$ cat src/rtl/traffic_pkg.sv
// Shared types and helpers for the intersection traffic-light controller:
// lamp encoding, controller states and per-state phase durations.
package traffic_pkg;

    typedef enum logic [1:0] {
        RED    = 2'b00,
        YELLOW = 2'b01,
        GREEN  = 2'b10,
        OFF    = 2'b11
    } color_t;

    typedef enum logic [2:0] {
        ST_ALL_RED,
        ST_GREEN,
        ST_YELLOW,
        ST_WALK,
        ST_FLASH
    } state_t;

    // Cycles spent in a state; in FLASH this is the blink half-period.
    function automatic int unsigned phase_dur(
        input state_t      s,
        input int unsigned green_cyc,
        input int unsigned yellow_cyc,
        input int unsigned allred_cyc,
        input int unsigned walk_cyc,
        input int unsigned flash_half
    );
        case (s)
            ST_GREEN:  return green_cyc;
            ST_YELLOW: return yellow_cyc;
            ST_WALK:   return walk_cyc;
            ST_FLASH:  return flash_half;
            default:   return allred_cyc;
        endcase
    endfunction

endpackage

$ cat src/rtl/phase_timer.sv
// Loadable down counter that parks at zero; done flags the final cycle
// of the interval being timed.
module phase_timer #(
    parameter int             CNT_W   = 8,
    parameter logic [CNT_W-1:0] RST_VAL = '0
) (
    input  logic             clk,
    input  logic             reset,
    input  logic             load,
    input  logic [CNT_W-1:0] load_val,
    output logic             done
);

    logic [CNT_W-1:0] cnt;

    // NOTE: sequential state is written with <= so every flop samples pre-edge values.
    always_ff @(posedge clk) begin
        if (reset) begin
            cnt <= RST_VAL;
        end else if (load) begin
            cnt <= load_val;
        end else if (cnt != '0) begin
            cnt <= cnt - CNT_W'(1);
        end
    end

    assign done = (cnt == '0);

endmodule

$ cat src/rtl/traffic_ctrl.sv
// Round-robin intersection controller with latched pedestrian walk phase
// and maintenance flash mode; all lamp/walk outputs are registered.
module traffic_ctrl
    import traffic_pkg::*;
#(
    parameter int NUM_WAYS   = 2,
    parameter int GREEN_CYC  = 20,
    parameter int YELLOW_CYC = 4,
    parameter int ALLRED_CYC = 2,
    parameter int WALK_CYC   = 10,
    parameter int FLASH_HALF = 5,
    parameter int CNT_W      = 8,
    localparam int AW        = (NUM_WAYS > 2) ? $clog2(NUM_WAYS) : 1
) (
    input  logic                  clk,
    input  logic                  reset,
    input  logic                  flash_en,
    input  logic [NUM_WAYS-1:0]   ped_req,
    output logic [2*NUM_WAYS-1:0] color,
    output logic [NUM_WAYS-1:0]   walk,
    output logic [AW-1:0]         active_way
);

    state_t                state, state_next;
    logic [AW-1:0]         way, way_next;
    logic [NUM_WAYS-1:0]   ped_pend, ped_pend_next, walk_next;
    logic [2*NUM_WAYS-1:0] color_next;
    logic                  blink_off, blink_off_next;
    logic                  phase_load, phase_done;
    logic                  blink_load, blink_done;
    logic [CNT_W-1:0]      phase_load_val, blink_load_val;
    logic                  walk_entry;

    phase_timer #(
        .CNT_W   (CNT_W),
        .RST_VAL (CNT_W'(ALLRED_CYC - 1))
    ) u_phase_timer (
        .clk      (clk),
        .reset    (reset),
        .load     (phase_load),
        .load_val (phase_load_val),
        .done     (phase_done)
    );

    phase_timer #(
        .CNT_W   (CNT_W),
        .RST_VAL (CNT_W'(FLASH_HALF - 1))
    ) u_blink_timer (
        .clk      (clk),
        .reset    (reset),
        .load     (blink_load),
        .load_val (blink_load_val),
        .done     (blink_done)
    );

    // NOTE: every output of this block gets a default first, so no latches are inferred.
    always_comb begin
        state_next = state;
        way_next   = way;

        if (flash_en && state != ST_FLASH) begin
            state_next = ST_FLASH;
        end else begin
            case (state)
                ST_ALL_RED: if (phase_done) state_next = ST_GREEN;
                ST_GREEN:   if (phase_done) state_next = ST_YELLOW;
                ST_YELLOW: begin
                    if (phase_done) begin
                        way_next   = (way == AW'(NUM_WAYS - 1)) ? '0 : way + AW'(1);
                        state_next = (|ped_pend) ? ST_WALK : ST_ALL_RED;
                    end
                end
                ST_WALK:    if (phase_done) state_next = ST_ALL_RED;
                ST_FLASH: begin
                    if (!flash_en) begin
                        state_next = ST_ALL_RED;
                        way_next   = '0;
                    end
                end
                default:    state_next = ST_ALL_RED;
            endcase
        end

        phase_load     = (state_next != state);
        phase_load_val = CNT_W'(phase_dur(state_next, GREEN_CYC, YELLOW_CYC,
                                          ALLRED_CYC, WALK_CYC, FLASH_HALF) - 1);

        // Blink always restarts on yellow when flash mode is entered.
        blink_load     = (state_next == ST_FLASH) && (state != ST_FLASH || blink_done);
        blink_load_val = CNT_W'(FLASH_HALF - 1);
        blink_off_next = 1'b0;
        if (state_next == ST_FLASH && state == ST_FLASH) begin
            blink_off_next = blink_done ? ~blink_off : blink_off;
        end

        // A request coinciding with walk entry survives into the next walk phase.
        walk_entry    = (state_next == ST_WALK) && (state != ST_WALK);
        ped_pend_next = (walk_entry ? '0 : ped_pend) | ped_req;
        walk_next     = '0;
        if (state_next == ST_WALK) begin
            walk_next = walk_entry ? ped_pend : walk;
        end

        color_next = '0;
        for (int i = 0; i < NUM_WAYS; i++) begin
            case (state_next)
                ST_GREEN:  color_next[2*i +: 2] = (way_next == AW'(i)) ? GREEN  : RED;
                ST_YELLOW: color_next[2*i +: 2] = (way_next == AW'(i)) ? YELLOW : RED;
                ST_FLASH:  color_next[2*i +: 2] = blink_off_next ? OFF : YELLOW;
                default:   color_next[2*i +: 2] = RED;
            endcase
        end
    end

    always_ff @(posedge clk) begin
        if (reset) begin
            state     <= ST_ALL_RED;
            way       <= '0;
            ped_pend  <= '0;
            blink_off <= 1'b0;
            color     <= '0;
            walk      <= '0;
        end else begin
            state     <= state_next;
            way       <= way_next;
            ped_pend  <= ped_pend_next;
            blink_off <= blink_off_next;
            color     <= color_next;
            walk      <= walk_next;
        end
    end

    assign active_way = way;

endmodule

$ cat config.mk
export PLATFORM = sky130hd
export DESIGN_NAME = traffic_ctrl
export DESIGN_NICKNAME = d
export VERILOG_FILES = /design/src/rtl/traffic_pkg.sv /design/src/rtl/phase_timer.sv /design/src/rtl/traffic_ctrl.sv
export SDC_FILE = /design/constraint.sdc
export NUM_CORES = 1
export LEC_CHECK = 0
export CAP_MARGIN = 10
export CORE_MARGIN = 2
export CORE_UTILIZATION = 35
export CTS_CLUSTER_SIZE = 28
export DETAILED_ROUTE_END_ITERATION = 8
export HOLD_SLACK_MARGIN = 0.06
export PLACE_DENSITY_LB_ADDON = 0.1
export SLEW_MARGIN = 20
export SYNTH_ARGS = -nofsm -noshare
export SYNTH_HDL_FRONTEND = slang
export SYNTH_SLANG_ARGS = --single-unit
$ cat constraint.sdc
create_clock -name clk -period 7.2 [get_ports clk]
set_clock_uncertainty 0.2 [all_clocks]
set_input_delay 1.44 -clock clk [delete_from_list [all_inputs] [get_ports clk]]
set_output_delay 1.44 -clock clk [all_outputs]
set_load 0.05 [all_outputs]
Yosys cells after proc, flatten, opt, wreduce, memory -nomap -nowiden
Index checks and enable logic that the tools add are counted.
{"block": "totals", "register_bits": 29, "inputBits": 5, "output_inout_bits": 7, "word_cells": 66}
{"block": "op_classes", "addsub": 4, "eq_ne": 11, "n_mux": 26, "n_bitwise": 3, "n_reduce_logical": 14}
{"operator": "8-bit by 1-bit subtractor with 8-bit output, second input constant", "count": 3}
{"operator": "5-bit case mux with 4 select lines", "count": 1}
{"operator": "3-bit 2-to-1 mux", "count": 6}
{"operator": "8-bit zero test", "count": 2}
{"operator": "8-bit 2-to-1 mux", "count": 2}
{"operator": "8-bit nonzero test", "count": 2}
{"operator": "3-bit case mux with 5 select lines", "count": 1}
{"operator": "3-bit by 2-bit == test with 1-bit output, second input constant", "count": 4}
{"operator": "2-bit case mux with 3 select lines", "count": 2}
{"operator": "2-bit 2-to-1 mux", "count": 5}
{"operator": "1-bit 2-to-1 mux", "count": 8}
{"operator": "3-bit by 1-bit == test with 1-bit output, second input constant", "count": 2}
{"operator": "3-bit == test, second input constant", "count": 2}
{"operator": "2-bit OR reduction", "count": 3}
{"operator": "1-bit logical AND", "count": 4}
{"operator": "3-bit zero test", "count": 1}
{"operator": "3-bit by 2-bit inequality test with 1-bit output, second input constant", "count": 1}
{"operator": "3-bit inequality test", "count": 1}
{"operator": "3-bit inequality test, second input constant", "count": 1}
{"operator": "1-bit NOT", "count": 2}
{"operator": "2-bit OR", "count": 1}
{"operator": "1-bit case mux with 2 select lines", "count": 1}
{"operator": "2-bit nonzero test", "count": 1}
{"operator": "1-bit adder, second input constant", "count": 1}
{"operator": "1-bit logical OR", "count": 1}

Depth between registers and ports, before layout
Gate-level depths: netlist of run 1.
{"block": "depth", "depth_word": 10, "mapped_depth": 9, "depth_no_buf": 8}

By module
Synthesis of run 1 repeated with hierarchy kept, for this count alone.
{"block": "hier_totals", "hier_cells": 188, "area_unflattened_um2": 1576.5}
{"mod": "traffic_ctrl", "n_inst": 1, "cells_per_inst": 84, "area_per_inst_um2": 658.1, "seq_area_each_um2": 260.2}
{"mod": "phase_timer (u_blink_timer)", "n_inst": 1, "cells_per_inst": 53, "area_per_inst_um2": 460.4, "seq_area_each_um2": 160.2}
{"mod": "phase_timer (u_phase_timer)", "n_inst": 1, "cells_per_inst": 51, "area_per_inst_um2": 457.9, "seq_area_each_um2": 160.2}

Least setup slack after synthesis of run 1
Ideal clock, no wire load.
{"block": "synth_timing", "kind": "input to register", "from": "input port flash_en", "to": "register u_phase_timer.cnt[4]", "arrival_time_ns": 2.821, "setup_slack_ns": 4.094, "stages": 7, "path_buffers": 1, "cell_sequence": "clkbuf_1 > o21ai_0 > a21oi_1 > ha_1 > o311ai_0 > or3_1 > a211oi_1"}
{"block": "synth_between", "elab_chain_cells": 7, "elab_cells_between_ends": 13, "classes_between": "add/sub: 1; eq/ne: 5; mux: 5; reduce/logical: 2"}
{"item": "start, declared", "line": "traffic_ctrl.sv:17", "text": "input logic flash_en,"}
{"item": "3-bit 2-to-1 mux", "line": "traffic_ctrl.sv:75", "text": "if (!flash_en) begin"}
{"item": "3-bit case mux with 5 select lines", "line": "traffic_ctrl.sv:64", "text": "case (state)"}
{"item": "3-bit 2-to-1 mux *", "line": "traffic_ctrl.sv:61", "text": "if (flash_en && state != ST_FLASH) begin"}
{"item": "3-bit == test (tied with other cells)", "line": "traffic_pkg.sv:29", "text": "case (s)"}
{"item": "5-bit case mux with 4 select lines", "line": "traffic_pkg.sv:29"}
{"item": "8-bit by 1-bit subtractor with 8-bit output", "line": "traffic_ctrl.sv:86", "text": "ALLRED_CYC, WALK_CYC, FLASH_HALF) - 1);"}
{"item": "8-bit 2-to-1 mux", "line": "phase_timer.sv:20", "text": "end else if (load) begin"}
{"item": "end signal, assigned", "line": "phase_timer.sv:21", "text": "cnt <= load_val;"}
{"item": "end signal, assigned", "line": "phase_timer.sv:23", "text": "cnt <= cnt - CNT_W'(1);"}
{"item": "end, declared", "line": "phase_timer.sv:14", "text": "logic [CNT_W-1:0] cnt;"}
Mark *: on every way between the ends. The rest lies on a longest branch, timed or not.
A chain may end at the register's enable or synchronous reset.

Worst setup path after layout of run 1
Ends and elaborated chain as after synthesis.

==> impl_results.md, run 1 <==
- Status: finished, final reports clean
- Placeable Area: ~4000 µm²
- Combinational family with the most area after synthesis: simple AND/OR/NAND/NOR gates
- Hold-critical path endpoint: u_blink_timer.cnt[6]$_SDFFE_PP0N_
- Aggregate global routing overflow: 0
- Setup TNS Final: 0 ns
- Clock tree from TritonCTS: yes
- Antenna-violating nets left: 0
- Starting density of the core: between 30% and 40%
- Share of post-route cells with drive strength above 1: between 5 and 6%
- Total Routing Usage GR: about 16%
- Clock buffer count from CTS: 5
- Start point of the worst min-delay path: u_blink_timer.cnt[6]$_SDFFE_PP0N_
- Areal power density over the cells: 231.4 nW/µm²
- Die area: 4841 µm²
- Leading post-synthesis cells by cell area: sky130_fd_sc_hd__dfxtp_1 39%, sky130_fd_sc_hd__nor2_1 6.0%, sky130_fd_sc_hd__a21oi_1 5.0%, sky130_fd_sc_hd__nor3_1 4.3%, sky130_fd_sc_hd__nand2_1 3.7%
- IO Count: 12
- Standard-cell row count: 23
- Non-Filler Instances: 246
- Critical Path End Type: flop
- Combined area of all synthesized cells: between 1500 and 2000 µm²
- Post_cts resized: 0
- Post-layout min period: 3.867 ns
- Synthesis Warnings: 0
- Post-synthesis instance total: 187
- Measured slew at the worst slew-check pin: a little under 0.8 ns
- Mux contribution to synthesized area: 0%
- Max Cap Violations: 0
- Vias in the first global route: about 1,300
- Depth of the worst register-to-register path: 8
- GP Congestion: approximately 0.85
- Antenna diode instance count: 0
- H-tree lvl count: 2
- Flop2flop setup slack: 4.25 ns
- Crit Path Class: in2reg
- Pin count of the biggest net entering global routing: 20
- Layout Area Growth over Synthesis: 14.38%
- Minimum hold slack: 0.2622 ns
- Part of the Yosys area used for sequential elements: 38.57%
- Library cells used by synthesis: 46
- Total power after layout: 0.0003984 W
- First-pass GRT wire length: 6051 µm
- Fraction of synthesized cell area in xor and xnor cells: 4.655%
- Antenna violations before repair: 0
- Adder and majority gate portion of the synthesized area: 1.663%
- # DRC: 0
- Pins over their slew limit: 0
- Number of sinks on the clock net: 29
- Startpoint type of the worst setup path: input port
- Clock root buffer: sky130_fd_sc_hd__clkbuf_8
- Basic-gate share of the synthesized area counting and, or, nand and nor cells: a little under 30%
- Overall via count from detail_route: approximately 1,300
- Post-synthesis cell type with the largest combined area: sky130_fd_sc_hd__dfxtp_1
- Mean number of vias per cell: 5.484
- Async set-reset flop share out of synthesis: 0%
- Critical Path AT: roughly 3.8 ns
- Skew-Pair Late Insertion Delay: 0.28 ns
- Crit share post-route: 53.71%
- Post-synth EDFFs: 0
- Setup Viol. Count Final: 0
- Most common cell after layout, fill and taps aside: sky130_fd_sc_hd__dfxtp_1
- Hold violation count in the final report: 0
- Placed cell count: 239
- Synthesized-area fraction occupied by ao, oa, aoi and oai cells: 21.53%
- Detailed router's first-iteration violation count: 76
- Static Leakage: between 0.5 and 0.6 nW
- HP Class: reg2reg
- Endpoint of the most critical register-to-register path: u_phase_timer.cnt[4]$_SDFFE_PP0P_
- Maximum vdd ir drop: 0.1187 mV
- Area share of the largest cell type after synthesis: 38.57%
- Ys flop type: sky130_fd_sc_hd__dfxtp_1
- Hold-critical path depth: 2
- Die span in x: slightly below 70 µm
- Clock edge transition at the registers on the reported setup and hold paths: ~0.06 ns
- Post-layout net count: about 200
- Die height: between 60 and 70 µm
- Worst reg2reg startpoint: u_phase_timer.cnt[0]$_SDFFE_PP1P_
- Average size of a mapped cell: 8.049 µm²
- Largest fanout on the critical path: 15
- Final wirelength: 3397 µm
- Most used cells in the layout excluding fill and tap cells: 29 x sky130_fd_sc_hd__dfxtp_1, 24 x sky130_fd_sc_hd__nor2_1, 15 x sky130_fd_sc_hd__nand2_1, 15 x sky130_fd_sc_hd__a21oi_1, 13 x sky130_fd_sc_hd__nor3_1
- Setup repair after global routing missed its margin: false
- Hold buffer count at CTS: 0
- Detailed-router iteration count before antenna repair: 4
- Longest Clk Path Bufs: 2
- Worst endpoint required time: 7.15 ns
- Per-cell routed wire length: 13.81 µm
- Post-Synthesis Net Count: 194
- Postcts setup bufs: 0
- Half-perimeter wire length after detailed placement: about 2500 µm
- Worst slew margin relative to its limit: 48.45%
- Number of buffers inserted by port buffering: 11
- Maximum operating frequency: 258.6 MHz
- Flop and latch count out of synthesis: 29
## worst max path at each step
stage	startpoint	to	slack, ns	cells after the start
3_5_place_dp	flash_en	u_phase_timer.cnt[4]$_SDFFE_PP0P_	3.06	9
4_1_cts	flash_en	u_phase_timer.cnt[4]$_SDFFE_PP0P_	3.36	9
5_1_grt	flash_en	u_phase_timer.cnt[4]$_SDFFE_PP0P_	3.01	9
6_report	flash_en	u_phase_timer.cnt[4]$_SDFFE_PP0P_	3.33	9
2_1_floorplan	flash_en	u_phase_timer.cnt[4]$_SDFFE_PP0P_	4.09	7
3_3_place_gp	flash_en	u_phase_timer.cnt[4]$_SDFFE_PP0P_	3.13	9
## power by group
part	switching (W)	internal, W	total, W	leakage (nW)
clock	0.0000581	0.0000756	0.000134	0.0443
sequential	0.0000112	0.000171	0.000182	0.237
combinational	0.0000490	0.0000332	0.0000823	0.314
## critical path, stage by stage
cell	delay [ns]
sky130_fd_sc_hd__clkdlybuf4s50_1	0.79
sky130_fd_sc_hd__nor2_1	0.23
sky130_fd_sc_hd__o21ai_1	0.20
sky130_fd_sc_hd__nand2_1	0.10
sky130_fd_sc_hd__a21oi_1	0.15
sky130_fd_sc_hd__ha_1	0.21
sky130_fd_sc_hd__o311ai_0	0.16
sky130_fd_sc_hd__a2111oi_0	0.43
sky130_fd_sc_hd__a211oi_1	0.09
## cells by family (layout without fill, tap and decap cells)
kind of cell	after synthesis	count (layout)
simple gates	85	85
compound gates	48	48
flops	29	29
buf+inv	15	24
xor+xnor	8	8
fa+ha+maj	2	2
## registers in the layout (all words and copies together), names as in the netlist
register,count
u_blink_timer.cnt,8
u_phase_timer.cnt,8
color,4
state,3
ped_pend,2
walk,2
active_way,1
blink_off,1
## per-stage QoR
stage / utilization (%) / instance area [µm²] / setup WS [ns]
6_report: 42.43 / 1722 / 3.333
5_1_grt: 42.43 / 1722 / 3.007
4_1_cts: 42.43 / 1722 / 3.356
3_5_place_dp: 40.30 / 1635 / 3.059
3_3_place_gp: 40.30 / 1635 / 3.135
2_1_floorplan: - / 1505 / 4.094
## cell usage after synthesis (all sizes together) (4+ instances only)
master	number
nand2	15
inv	6
nor2b	5
clkbuf	7
nor2	24
o21ai	6
nor3	13
xor2	4
xnor2	4
dfxtp	29
a21oi	16
nand3	7
## metal layers
metal	vias up	global-route usage (%)	routed length (µm)
met5	-	0	0
met2	30	21.79	1533
li1	691	-	-
met3	2	5.959	192
met4	0	5.882	29
met1	626	21.92	1642
## final cells by class
type / instances / area, µm²
Timing Repair Buffer: 11 / 110.1
Sequential cell: 29 / 580.6
Fill cell: 403 / 2336
Clock buffer: 7 / 86.33
Inverter: 6 / 22.52
Multi-Input combinational cell: 143 / 859.6
Tap cell: 50 / 62.56
(Power assumes the default switching activity.)
==> run 2: changes to the inputs <==
Clock period 7.2 ns to 3.1 ns, I/O delays scaled along.
==> run 2 against run 1 <==
  * Power rose by 140%
  * Routed wire length rose by 7.9%
  * Global-route usage increased by 0.77 points
  * Critical endpoint unchanged
  * Count of clock-buffer cells in the layout stayed put
  * Worst setup slack worse by 3.1 ns
  * Critical path depth down 1
  * Largest power group unchanged
  * Final cell count up 3.7%
  * Clock power grew to 2.6 times the previous value
==> impl_results.md, run 2 (synthesis results as in run 1) <==
- Starting density of the core: 37.10% (unchanged)
- Longest Clk Path Bufs: 2 (unchanged)
- Postcts setup bufs: 0 (unchanged)
- GP Congestion: 0.9839 (+15%)
- Number of buffers inserted by port buffering: 11 (unchanged)
- Setup repair after global routing missed its margin: false
- Antenna-violating nets left: 0 (unchanged)
- Status: finished, final reports clean
- Die span in x: 69.58 µm (unchanged)
- Antenna violations before repair: 0 (unchanged)
- Share of post-route cells with drive strength above 1: 10.24% (+4.6 points)
- Detailed router's first-iteration violation count: 58 (-24%)
- Layout Area Growth over Synthesis: 19.37%
- Most used cells in the layout excluding fill and tap cells: 29 x sky130_fd_sc_hd__dfxtp_1, 24 x sky130_fd_sc_hd__nor2_1, 15 x sky130_fd_sc_hd__nand2_1, 15 x sky130_fd_sc_hd__a21oi_1, 13 x sky130_fd_sc_hd__nor3_1
- Post-layout utilization of the core: 44.28% (+1.9 points)
- Total power after layout: 0.0009730 W (+140%)
- # DRC: 0 (unchanged)
- Pin count of the biggest net entering global routing: 20 (unchanged)
- Crit Path Class: reg2reg
- Post_cts resized: 0 (unchanged)
- Pins over their slew limit: 0 (unchanged)
- Total Routing Usage GR: 16.47% (+0.77 points)
- Worst endpoint required time: 3.09 ns (-4.06 ns)
- Crit share post-route: 91.66%
- Antenna diode instance count: 0 (unchanged)
- Mean number of vias per cell: 5.490 (+0.12%)
- Largest registers ranked by flip-flop count: u_blink_timer.cnt (8), u_phase_timer.cnt (8), color (4)
- Vias in the first global route: 1,323 (+3.8%)
- Number of sinks on the clock net: 29 (unchanged)
- Final wirelength: 3665 µm (+7.9%)
- Critical Path AT: 2.83 ns (-0.99 ns)
- Startpoint type of the worst setup path: flop
- Post-layout min period: 2.841 ns
- Per-cell routed wire length: 14.37 µm (+4.1%)
- Max Cap Violations: 0 (unchanged)
- Crit path max-delay cell type: sky130_fd_sc_hd__or4_1
- Half-perimeter wire length after detailed placement: 2709 µm (+9.5%)
- Clock tree from TritonCTS: yes
- Clock edge transition at the registers on the reported setup and hold paths: 0.06 ns (about the same)
- Static Leakage: 0.6459 nW (+8.4%)
- Most common cell after layout, fill and taps aside: sky130_fd_sc_hd__dfxtp_1
- Areal power density over the cells: 541.5 nW/µm² (+130%)
- Critical Path End Type: flop
- Setup TNS Final: 0 ns (unchanged)
- Die height: 69.58 µm (unchanged)
- Hold violation count in the final report: 0 (unchanged)
- Maximum vdd ir drop: 0.2605 mV (+120%)
- Placeable Area: 4058 µm² (unchanged)
- Setup Viol. Count Final: 0 (unchanged)
- Measured slew at the worst slew-check pin: 0.5386 ns (-0.2323 ns)
- Worst stage delay on the critical path: 0.68 ns (-0.11 ns)
- Clock root buffer: sky130_fd_sc_hd__clkbuf_8
- Hold buffer count at CTS: 0 (unchanged)
- H-tree lvl count: 2 (unchanged)
- HP Class: reg2reg
- Clock buffer count from CTS: 5 (unchanged)
- Skew-Pair Late Insertion Delay: 0.28 ns (about the same)
- IO Count: 12 (unchanged)
- Detailed-router iteration count before antenna repair: 4 (unchanged)
- Aggregate global routing overflow: 0 (unchanged)
- Post-layout net count: 211 (+3.9%)
- Cell breakdown of the critical path: or4_1, o21ai_1, nand2_1, a21oi_1, ha_1, o311ai_0, or3_1, a211oi_1
- Overall via count from detail_route: 1,400 (+3.8%)
- Minimum hold slack: 0.2598 ns (-0.002360 ns)
- Largest fanout on the critical path: 7 (-8)
- Die area: 4841 µm² (unchanged)
- Maximum operating frequency: 351.9 MHz
- Worst slew margin relative to its limit: 63.17% (+15 points)
- Standard-cell row count: 23 (unchanged)
- First-pass GRT wire length: 6272 µm (+3.7%)
run 2: changes by cell type in the layout (fill, tap and decap cells not counted):
| cell | before | now |
|---|---|---|
| sky130_fd_sc_hd__clkinv_2 | 0 | 1 |
| sky130_fd_sc_hd__buf_4 | 0 | 8 |
| sky130_fd_sc_hd__clkbuf_8 | 6 | 7 |
| sky130_fd_sc_hd__clkbuf_1 | 1 | 0 |
run 2: report_power, final:
group / switching (W) / leakage [nW] / internal, W
Sequential: 0.0000251 / 0.237 / 0.000397
Combinational: 0.000121 / 0.354 / 0.0000868
Clock: 0.000142 / 0.0542 / 0.000200
Total: 0.000289 / 0.646 / 0.000684
run 2: worst paths after layout:
path / from / end / slack, ns / cells after the start
setup / recovery: u_phase_timer.cnt[7]$_SDFFE_PP0P_ / u_phase_timer.cnt[4]$_SDFFE_PP0P_ / 0.26 / 8
hold / removal: walk[0]$_SDFFE_PP0P_ / walk[0]$_SDFFE_PP0P_ / 0.26 / 2
setup reg to reg: u_phase_timer.cnt[7]$_SDFFE_PP0P_ / u_phase_timer.cnt[4]$_SDFFE_PP0P_ / 0.26 / 8
hold reg to reg: walk[0]$_SDFFE_PP0P_ / walk[0]$_SDFFE_PP0P_ / 0.26 / 2
run 2: final cells by class:
cell class | count | area [µm²]
Clock buffer | 7 | 96.34
Fill cell | 412 | 2261
Timing Repair Buffer | 19 | 170.2
Inverter | 6 | 22.52
Sequential cell | 29 | 580.6
Tap cell | 50 | 62.56
Clock inverter | 1 | 5.005
Multi-Input combinational cell | 143 | 859.6
run 2: stage by stage:
step / area (µm²) / std cells / setup slack [ns]
finish: 1797 / 255 / 0.2586
floorplan: 1505 / 187 / 0.4663
CTS: 1797 / 255 / 0.2996
detailed placement: 1695 / 247 / 0.1995
global placement: 1695 / 247 / 0.3534
global route: 1797 / 255 / 0.06727
run 2: layer usage:
metal | vias to the layer above | track usage (%) | routed length, µm
met1 | 636 | 20.04 | 1665
met5 | - | 0 | 0
met3 | 7 | 5.378 | 242
met4 | 0 | 7.407 | 61
met2 | 52 | 26.39 | 1695
li1 | 705 | - | -
run 2: worst max-delay path, delay by kind of cell, from the launching register on:
family | cells | cell delay, ns
AOI/OAI and AO/OA | 4 | 0.83
adders and majority gates | 1 | 0.24
DFF | 1 | 0.33
and+or+nand+nor | 3 | 1.15
==> run 3: changes to the inputs <==
Settings changed: SKIP_LAST_GASP from default to 1.
Clock period 3.1 ns to 3 ns, I/O delays scaled along.
==> run 3 against run 2 <==
  * Worst setup slack worse by 0.0027 ns
  * Hold slack better by 0.0055 ns
  * Clock power up 2%
  * First-iteration DRC count increased by 12%
  * Cell area up 0.42%
  * Critical path depth stayed put
  * Non-clock buffer count increased by 1
  * Register-to-register slack about the same
  * Global-route usage is 0.51 points higher
  * Core utilization rose by 0.18 points
  * Via count up 1.5%
==> impl_results.md, run 3 (synthesis results as in run 1) <==
- GP Congestion: 0.9248 (-6.0%)
- Areal power density over the cells: 555.7 nW/µm² (+2.6%)
- Die span in x: 69.58 µm (unchanged)
- Share of post-route cells with drive strength above 1: 10.68% (+0.44 points)
- Layer carrying the most global-route usage: met2
- Worst endpoint required time: 2.99 ns (-0.10 ns)
- Worst reg2reg startpoint: u_phase_timer.cnt[3]$_SDFFE_PP0P_
- Area of the multi-input gates: 859.6 µm² (unchanged)
- Vias in the first global route: 1,371 (+3.6%)
- Total Routing Usage GR: 16.98% (+0.51 points)
- Flop2flop setup slack: 0.26 ns (about the same)
- Static Leakage: 0.6502 nW (+0.67%)
- Hold buffer count at CTS: 0 (unchanged)
- Antenna diode instance count: 0 (unchanged)
- Standard-cell row count: 23 (unchanged)
- Critical Path End Type: flop
- Hold-critical path depth: 2 (unchanged)
- Met2 track utilization from global routing: 25.85% (-0.53 points)
- First-pass GRT wire length: 6575 µm (+4.8%)
- Depth of the worst register-to-register path: 8 (unchanged)
- Clock tree from TritonCTS: yes
- Crit Path Class: reg2reg
- Pin count of the biggest net entering global routing: 20 (unchanged)
- Cell breakdown of the critical path: or4_4, o21ai_1, nand2_1, a21oi_1, ha_1, o311ai_0, or3_1, a211oi_1
- Overall via count from detail_route: 1,421 (+1.5%)
- Mean number of vias per cell: 5.551 (+1.1%)
- Setup Viol. Count Final: 0 (unchanged)
- Placeable Area: 4058 µm² (unchanged)
- Post-layout net count: 212 (+0.47%)
- Setup slack at placement: 0.1800 ns (-0.01946 ns)
- Aggregate global routing overflow: 0 (unchanged)
- Clock root buffer: sky130_fd_sc_hd__clkbuf_8
- HP Class: reg2reg
- Post-layout min period: 2.744 ns (-0.09729 ns)
- Crit share post-route: 91.47% (-0.19 points)
- Startpoint type of the worst setup path: flop
- Half-perimeter wire length after detailed placement: 2687 µm (-0.82%)
- Number of buffers inserted by port buffering: 11 (unchanged)
- Number of sinks on the clock net: 29 (unchanged)
- Skew-Pair Late Insertion Delay: 0.28 ns (about the same)
- Count of filler cells inserted in the layout: 410 (-0.49%)
- Crit path max-delay cell type: sky130_fd_sc_hd__or4_4
- Hold violation count in the final report: 0 (unchanged)
- Starting density of the core: 37.10% (unchanged)
- Clock edge transition at the registers on the reported setup and hold paths: 0.06 ns (about the same)
- Setup repair after global routing missed its margin: false
- M1 GR Usage: 22.32% (+2.3 points)
- # DRC: 0 (unchanged)
- Worst slew margin relative to its limit: 63.47% (+0.30 points)
- Register area: 580.6 µm² (unchanged)
- Worst stage delay on the critical path: 0.61 ns (-0.07 ns)
- Hold-critical path endpoint: walk[0]$_SDFFE_PP0P_
- Post-layout utilization of the core: 44.46% (+0.18 points)
- Setup TNS Final: 0 ns (unchanged)
- Most common cell after layout, fill and taps aside: sky130_fd_sc_hd__dfxtp_1
- Die height: 69.58 µm (unchanged)
- Largest registers ranked by flip-flop count: u_blink_timer.cnt (8), u_phase_timer.cnt (8), color (4)
- Setup slack of the critical path after layout: 0.2559 ns (-0.002712 ns)
- Most used cells in the layout excluding fill and tap cells: 29 x sky130_fd_sc_hd__dfxtp_1, 24 x sky130_fd_sc_hd__nor2_1, 15 x sky130_fd_sc_hd__nand2_1, 15 x sky130_fd_sc_hd__a21oi_1, 13 x sky130_fd_sc_hd__nor3_1
- Largest fanout on the critical path: 7 (unchanged)
- Final wirelength: 3719 µm (+1.5%)
- Longest Clk Path Bufs: 2 (unchanged)
- Status: finished, final reports clean
- Antenna violations before repair: 0 (unchanged)
- Detailed-router iteration count before antenna repair: 4 (unchanged)
- Clock buffer count from CTS: 5 (unchanged)
- H-tree lvl count: 2 (unchanged)
- IO Count: 12 (unchanged)
- Post_cts resized: 0 (unchanged)
- Placed instance area: 1703 µm² (+0.44%)
- Postcts setup bufs: 0 (unchanged)
- Per-cell routed wire length: 14.53 µm (+1.1%)
- Maximum operating frequency: 364.4 MHz (+3.5%)
- Non-Filler Cell Area, Final: 1804 µm² (+0.42%)
- Critical Path AT: 2.74 ns (-0.09 ns)
- Die area: 4841 µm² (unchanged)
- Pins over their slew limit: 0 (unchanged)
- Total power after layout: 0.001003 W (+3.0%)
- Endpoint of the most critical register-to-register path: u_phase_timer.cnt[4]$_SDFFE_PP0P_
- Antenna-violating nets left: 0 (unchanged)
- GRT met3 Usage: 5.378% (unchanged)
- Critical path buffer and inverter count: 0 (unchanged)
- Layout Area Growth over Synthesis: 19.87%
- Measured slew at the worst slew-check pin: 0.5423 ns (+0.003706 ns)
- Max Cap Violations: 0 (unchanged)
- Maximum vdd ir drop: 0.2028 mV (-22%)
- Cell type group with the largest total delay on the critical path: simple AND/OR/NAND/NOR gates
- Detailed router's first-iteration violation count: 65 (+12%)
- Start point of the worst min-delay path: walk[0]$_SDFFE_PP0P_
==> run 3: changes by cell type in the layout (fill, tap and decap cells not counted) <==
cell / delta
sky130_fd_sc_hd__buf_4: +1
==> run 3: area by class of cell <==
type	instances	area share (%)
clock inverter	1	0.2774
multi-input combinational	143	47.64
tap	50	3.467
timing repair buffer	20	9.847
clock buffer	7	5.340
sequential	29	32.18
inverter	6	1.248
==> run 3: how the worst max path moves through the flow <==
stage                                                 start  slack [ns]                                end  cells past startpoint
after CTS                 u_phase_timer.cnt[3]$_SDFFE_PP0P_        0.27  u_phase_timer.cnt[4]$_SDFFE_PP0P_                      8
after global placement                             flash_en        0.27  u_phase_timer.cnt[4]$_SDFFE_PP0P_                      9
after floorplan           u_phase_timer.cnt[3]$_SDFFE_PP0P_        0.37  u_phase_timer.cnt[4]$_SDFFE_PP0P_                      9
final                     u_phase_timer.cnt[3]$_SDFFE_PP0P_        0.26  u_phase_timer.cnt[4]$_SDFFE_PP0P_                      8
after detailed placement                           flash_en        0.18  u_phase_timer.cnt[4]$_SDFFE_PP0P_                      9
after global routing      u_phase_timer.cnt[3]$_SDFFE_PP0P_        0.16  u_phase_timer.cnt[4]$_SDFFE_PP0P_                      8
==> run 3: worst reg2reg max path, cell delays in order, from the launching register on <==
cell and delay, ns:
sky130_fd_sc_hd__dfxtp_1 0.35, sky130_fd_sc_hd__or4_4 0.61, sky130_fd_sc_hd__o21ai_1 0.25, sky130_fd_sc_hd__nand2_1 0.11
sky130_fd_sc_hd__a21oi_1 0.17, sky130_fd_sc_hd__ha_1 0.23, sky130_fd_sc_hd__o311ai_0 0.16, sky130_fd_sc_hd__or3_1 0.37
sky130_fd_sc_hd__a211oi_1 0.21
==> run 3: per-stage QoR <==
stage / instances / hold WS [ns]
floorplan: 187 / 0.2360
global placement: 248 / 0.2426
detailed placement: 248 / 0.2563
CTS: 256 / 0.2662
global route: 256 / 0.2875
finish: 256 / 0.2653
==> run 3: routing by layer <==
layer,share of wire [%],vias to the layer above
li1,-,713
met1,48,656
met2,45,44
met3,5.5,8
met4,1.5,0
met5,0,-
==> run 3: report_power, final <==
part           total, W  internal, W  switching (W)  leakage [nW]
clock network  0.000350     0.000207       0.000143        0.0542
logic          0.000217    0.0000914       0.000125         0.359
registers      0.000436     0.000411      0.0000255         0.237
total           0.00100     0.000709       0.000294         0.650
